==> src/rtl/cpu_dbg_pkg.sv <==
// Shared definitions for the CPU run/debug sequencer: state encoding,
// stop-cause codes and register index width.
package cpu_dbg_pkg;

  localparam int REG_IDX_W = 5;

  typedef enum logic [2:0] {
    ST_IDLE = 3'd0,
    ST_RUN  = 3'd1,
    ST_STEP = 3'd2,
    ST_DUMP = 3'd3,
    ST_DONE = 3'd4
  } state_t;

  localparam logic [1:0] STOP_STEP    = 2'd0;
  localparam logic [1:0] STOP_BP      = 2'd1;
  localparam logic [1:0] STOP_TIMEOUT = 2'd2;
  localparam logic [1:0] STOP_HALT    = 2'd3;

endpackage

==> src/rtl/reg_dump_seq.sv <==
// Register dump sequencer: walks an index over the register file and
// presents one beat per index on a valid/ready port while active.
module reg_dump_seq
  import cpu_dbg_pkg::*;
#(
  parameter int NUM_REGS = 32
) (
  input  logic                 clk,
  input  logic                 rst,
  input  logic                 go,
  input  logic                 active,
  input  logic                 ready,
  output logic                 valid,
  output logic [REG_IDX_W-1:0] idx,
  output logic                 last
);

  localparam logic [REG_IDX_W-1:0] LAST_IDX = REG_IDX_W'(NUM_REGS - 1);

  logic fire;

  assign valid = active;
  assign fire  = active && ready;
  assign last  = fire && (idx == LAST_IDX);

  // Index only advances on an accepted beat, so it holds under backpressure.
  always_ff @(posedge clk) begin
    if (rst) begin
      idx <= '0;
    end else if (go || last) begin
      idx <= '0;
    end else if (fire) begin
      idx <= idx + 1'b1;
    end
  end

endmodule

==> src/rtl/cpu_run_ctrl.sv <==
// Run/debug sequencer for sccomp: gates the CPU enable for free run or
// single step, stops on breakpoint/budget/halt, then dumps the register file.
module cpu_run_ctrl
  import cpu_dbg_pkg::*;
#(
  parameter int MAX_CYCLES = 1000,
  parameter int NUM_REGS   = 32,
  parameter int PC_W       = 32
) (
  input  logic                 clk,
  input  logic                 rst,
  input  logic                 start,
  input  logic                 step,
  input  logic                 halt_req,
  input  logic                 bp_en,
  input  logic [PC_W-1:0]      bp_pc,
  input  logic [PC_W-1:0]      pc,
  output logic                 cpu_en,
  output logic [REG_IDX_W-1:0] reg_sel,
  input  logic [31:0]          reg_data,
  output logic                 dump_valid,
  input  logic                 dump_ready,
  output logic [REG_IDX_W-1:0] dump_idx,
  output logic [31:0]          dump_data,
  output logic [31:0]          cycle_cnt,
  output logic [1:0]           stop_cause,
  output logic                 done
);

  state_t               state, next_state;
  logic                 armed;
  logic                 launch, bp_hit, timeout, stop_now;
  logic                 dump_go, dump_last;
  logic [1:0]           cause;
  logic [REG_IDX_W-1:0] idx;

  // Breakpoint needs armed so a resume executes the instruction it stopped on.
  assign bp_hit   = armed && bp_en && (pc == bp_pc);
  assign timeout  = (cycle_cnt == 32'(MAX_CYCLES));
  assign stop_now = bp_hit || timeout || halt_req;
  assign cause    = bp_hit ? STOP_BP : (timeout ? STOP_TIMEOUT : STOP_HALT);
  assign launch   = ((state == ST_IDLE) || (state == ST_DONE)) && (start || step);
  assign dump_go  = ((state == ST_RUN) && stop_now) || (state == ST_STEP);

  always_comb begin
    next_state = state;
    cpu_en     = 1'b0;
    case (state)
      ST_IDLE, ST_DONE: begin
        if (start) next_state = ST_RUN;
        else if (step) next_state = ST_STEP;
      end
      ST_RUN: begin
        cpu_en = !stop_now;
        if (stop_now) next_state = ST_DUMP;
      end
      ST_STEP: begin
        cpu_en     = 1'b1;
        next_state = ST_DUMP;
      end
      ST_DUMP: begin
        if (dump_last) next_state = ST_DONE;
      end
      default: next_state = ST_IDLE;
    endcase
  end

  always_ff @(posedge clk) begin
    if (rst) begin
      state      <= ST_IDLE;
      cycle_cnt  <= '0;
      stop_cause <= STOP_STEP;
      armed      <= 1'b0;
    end else begin
      state <= next_state;
      if (launch) begin
        cycle_cnt <= '0;
        armed     <= 1'b0;
      end else begin
        if (cpu_en && (cycle_cnt != '1)) cycle_cnt <= cycle_cnt + 32'd1;
        if (state == ST_RUN) armed <= 1'b1;
      end
      if ((state == ST_RUN) && stop_now) stop_cause <= cause;
      else if (state == ST_STEP) stop_cause <= STOP_STEP;
    end
  end

  reg_dump_seq #(
    .NUM_REGS(NUM_REGS)
  ) u_dump (
    .clk   (clk),
    .rst   (rst),
    .go    (dump_go),
    .active(state == ST_DUMP),
    .ready (dump_ready),
    .valid (dump_valid),
    .idx   (idx),
    .last  (dump_last)
  );

  assign reg_sel   = (state == ST_DUMP) ? idx : '0;
  assign dump_idx  = idx;
  assign dump_data = reg_data;
  assign done      = (state == ST_DONE);

endmodule
==> config.mk <==
export PLATFORM = sky130hd
export DESIGN_NAME = cpu_run_ctrl
export DESIGN_NICKNAME = d
export VERILOG_FILES = /design/src/rtl/cpu_dbg_pkg.sv /design/src/rtl/reg_dump_seq.sv /design/src/rtl/cpu_run_ctrl.sv
export SDC_FILE = /design/constraint.sdc
export NUM_CORES = 1
export LEC_CHECK = 0
export CAP_MARGIN = 20
export CORE_AREA = 2 2 98 100
export CTS_CLUSTER_DIAMETER = 200
export DETAILED_ROUTE_END_ITERATION = 16
export DIE_AREA = 0 0 100 102
export PLACE_DENSITY = 0.8
export SYNTH_ARGS = -nofsm -noshare
export SYNTH_HDL_FRONTEND = slang
export SYNTH_SLANG_ARGS = --single-unit
==> constraint.sdc <==
create_clock -name clk -period 2.45 [get_ports clk]
set_clock_uncertainty 0.1 [all_clocks]
set_input_delay 0.49 -clock clk [delete_from_list [all_inputs] [get_ports clk]]
set_output_delay 0.49 -clock clk [all_outputs]
set_load 0.05 [all_outputs]
==> results.toml <==
[placed_design]
post_dp_cell_area_sq_um = 4320
gp_congestion = 0.894
dpl.hpwl_um = 7460
dp.cells = 577
io_buffers = 117

[timing]
period_share_pct = 105
finalSetupViolations = 2
grt_setup_unrepaired = "yes"
min_period_ns = 2.57
fmax_ghz = 0.389
max_slew_margin_pct = 61.2
fin_ws_ns = -0.122
setup-tns-final_ns = -0.161
drv_slew = 0
hold_viol = 0
tightest_slew_ns = 0.581

[yosys]
ys.flop_type = "dfxtp_1"
synth_mux_area_share_pct = 0.659
synth_compound_area_share_pct = 7.17
ys_top_cells_by_area = "dfxtp_1 28%, buf_4 8.4%, xor2_1 8.4%"
synth_edf_count = 0
yosysSeqAreaShare_pct = 28.3
syn_nets = 469
synth_cell_types = 52
synth_xor_area_share_pct = 16.1
syn_inst = 362
synthTopCellsByCount = "46 x nor2_1, 43 x dfxtp_1, 34 x buf_4"
synth_top_family_by_area = "simple AND/OR/NAND/NOR gates"
post-synth-top-count-cell = "nor2_1"
ys_async_sr_fraction_pct = 0
synthSimpleGateAreaFrac_pct = 33.8
syn_area_sq_um = 3040
yosys.area_share.adder_pct = 1.65
synth_top_area_cell = "dfxtp_1"
yosysTopAreaCellShare_pct = 28.3
ys_seq_elements = 43
yosysWarnings = 0
syn_area_per_cell_sq_um = 8.39

[worst_setup_path]
crit_arrival_ns = 1.98
worstSetupEndpointType = "output port"
critical_path_class = "primary input to output port"
critPathRequiredTime_ns = 1.86
cp-start-kind = "primary input"
crit_fanout = 2

[floorplanning]
pin_count = 182
fp.dieH_um = 102
rows = 35
coreArea_sq_um = 9110
dieArea_sq_um = 10200
die_width_um = 100
start_util_pct = 33.4

[power_and_ir_drop]
ir_drop_uv = 294
power_mw = 1.68
pwr_density_cell_nw_per_um2 = 369
power_leakage_nw = 1.73

[cts]
cts_hold_buffers = 0
root_buffer = "clkbuf_8"
htreeDepth = 2
clk_pin_slew_ns = 0.09
tritoncts = "built"
worstSkewPairLatency_ns = 0.30
cts.sink_count = 43
cts_buffers = 5
clockBufferDepth = 2

[final_layout]
nNetsFinal = 588
drive_gt1_share_pct = 28.8
insertedDiodeCount = 0
finish.utilization_pct = 49.9
fillCellCount = 854
stdcell_area_sq_um = 4550
syn2layout_area_growth_pct = 49.7
final_cells = 593

[min_path]
hp-class = "register to register"

[detailed_routing]
drtIter0Drc = 112
dr_total_vias = 3030
drt_wl_total_um = 9330
drc = 0
routedWlPerCell_um = 15.7
vias_per_cell = 5.11
drt_first_pass_iters = 4
postRouteAntennaNets = 0

[job]
max_cap_viol_count = 0

[grt]
grt_max_degree = 16
grt_overflow_total = 0
grt_pass1_wl_um = 14200
grtUsageTotal_pct = 17.5
antenna_found_initial = 0
grt_pass1_vias = 3036

[run_status]
violations = "setup timing"
outcome = "finished with violations"
-- through the flow --
stage	hold WS [ns]	worst slack [ns]
2_1_floorplan	0.340	-0.0699
3_3_place_gp	0.362	-0.613
3_5_place_dp	0.365	-0.646
4_1_cts	0.387	-0.120
5_1_grt	0.433	-0.239
6_report	0.383	-0.122
-- timing repair --
item,in CTS,in global routing
buffers inserted,1,6
endpoints found under the setup margin,39,31
cloned,0,1
pin swaps,36,25
resized for setup,150,33
-- layer usage --
| metal | vias to the layer above | track usage [%] | part of all wire, % |
|---|---|---|---|
| met5 | - | 0 | 0 |
| met4 | 0 | 4.85 | 1.3 |
| met3 | 13 | 4.92 | 8.6 |
| met2 | 130 | 34.7 | 54 |
| met1 | 1425 | 17.8 | 36 |
| li1 | 1462 | - | - |
-- sequential cells by signal, summed over array words and instances, names as in the netlist --
name	count
state	3
u_dump.idx	5
armed	1
stop_cause	2
cycle_cnt	32
-- final cells by class --
class                   instances  area, sq um  area share (%)
well taps                     111          139            3.05
inverters                      11         41.3           0.908
clock buffers                   6         82.6            1.82
clock inverters                 2         35.0           0.771
multi-input cells             265         1950            43.0
flip-flops and latches         43          868            19.1
repair buffers                155         1430            31.4
-- critical path, stage by stage --
cell and delay [ns]:
buf_6 0.09, xor2_1 0.15, nor4_2 0.32, nand4_1 0.19, nor4_4 0.26, o31a_1 0.26
nor2_4 0.06, buf_6 0.16
-- where the power goes --
group,switching (mW),internal (mW)
Clock,0.247,0.330
Sequential,0.00967,0.708
Combinational,0.195,0.190
Total,0.452,1.23
-- final timing paths --
kind	startpoint	to	slack, ns	cells past startpoint
worst max-delay path	bp_pc[7]	cpu_en	-0.12	8
worst min-delay path	stop_cause[0]	stop_cause[0]	0.38	2
worst max register to register	cycle_cnt[0]	cycle_cnt[3]	-0.04	13
worst min register to register	stop_cause[0]	stop_cause[0]	0.38	2
-- cells by family (layout without fill, tap and decap cells) --
| kind of cell | Yosys count | after routing |
|---|---|---|
| multiplexers | 2 | 2 |
| AND/OR/NAND/NOR | 172 | 172 |
| adder cells (fa/ha/maj) | 4 | 4 |
| buffers and inverters | 54 | 174 |
| flip-flops | 43 | 43 |
| AO/OA/AOI/OAI | 31 | 31 |
| XOR/XNOR | 56 | 56 |
-- layout by cell type (no fill, tap or decap), types with 6 or more instances in the layout --
| cell | instances |
|---|---|
| buf_2 | 19 |
| dlygate4sd2_1 | 20 |
| clkdlybuf4s15_1 | 14 |
| clkdlybuf4s50_1 | 45 |
| nor3_2 | 12 |
| and2_1 | 7 |
| clkbuf_8 | 6 |
| nand2_1 | 22 |
| xnor2_1 | 27 |
| and3_1 | 8 |
| xor2_1 | 28 |
| buf_4 | 34 |
| nand4_1 | 15 |
| nor2_1 | 44 |
| nand3_1 | 10 |
| nor3_1 | 7 |
| nor4_1 | 7 |
| dfxtp_1 | 37 |
| buf_6 | 7 |
| dfxtp_2 | 6 |
| buf_12 | 8 |
| inv_1 | 10 |
No activity file was read; power rests on OpenSTA's default activity.
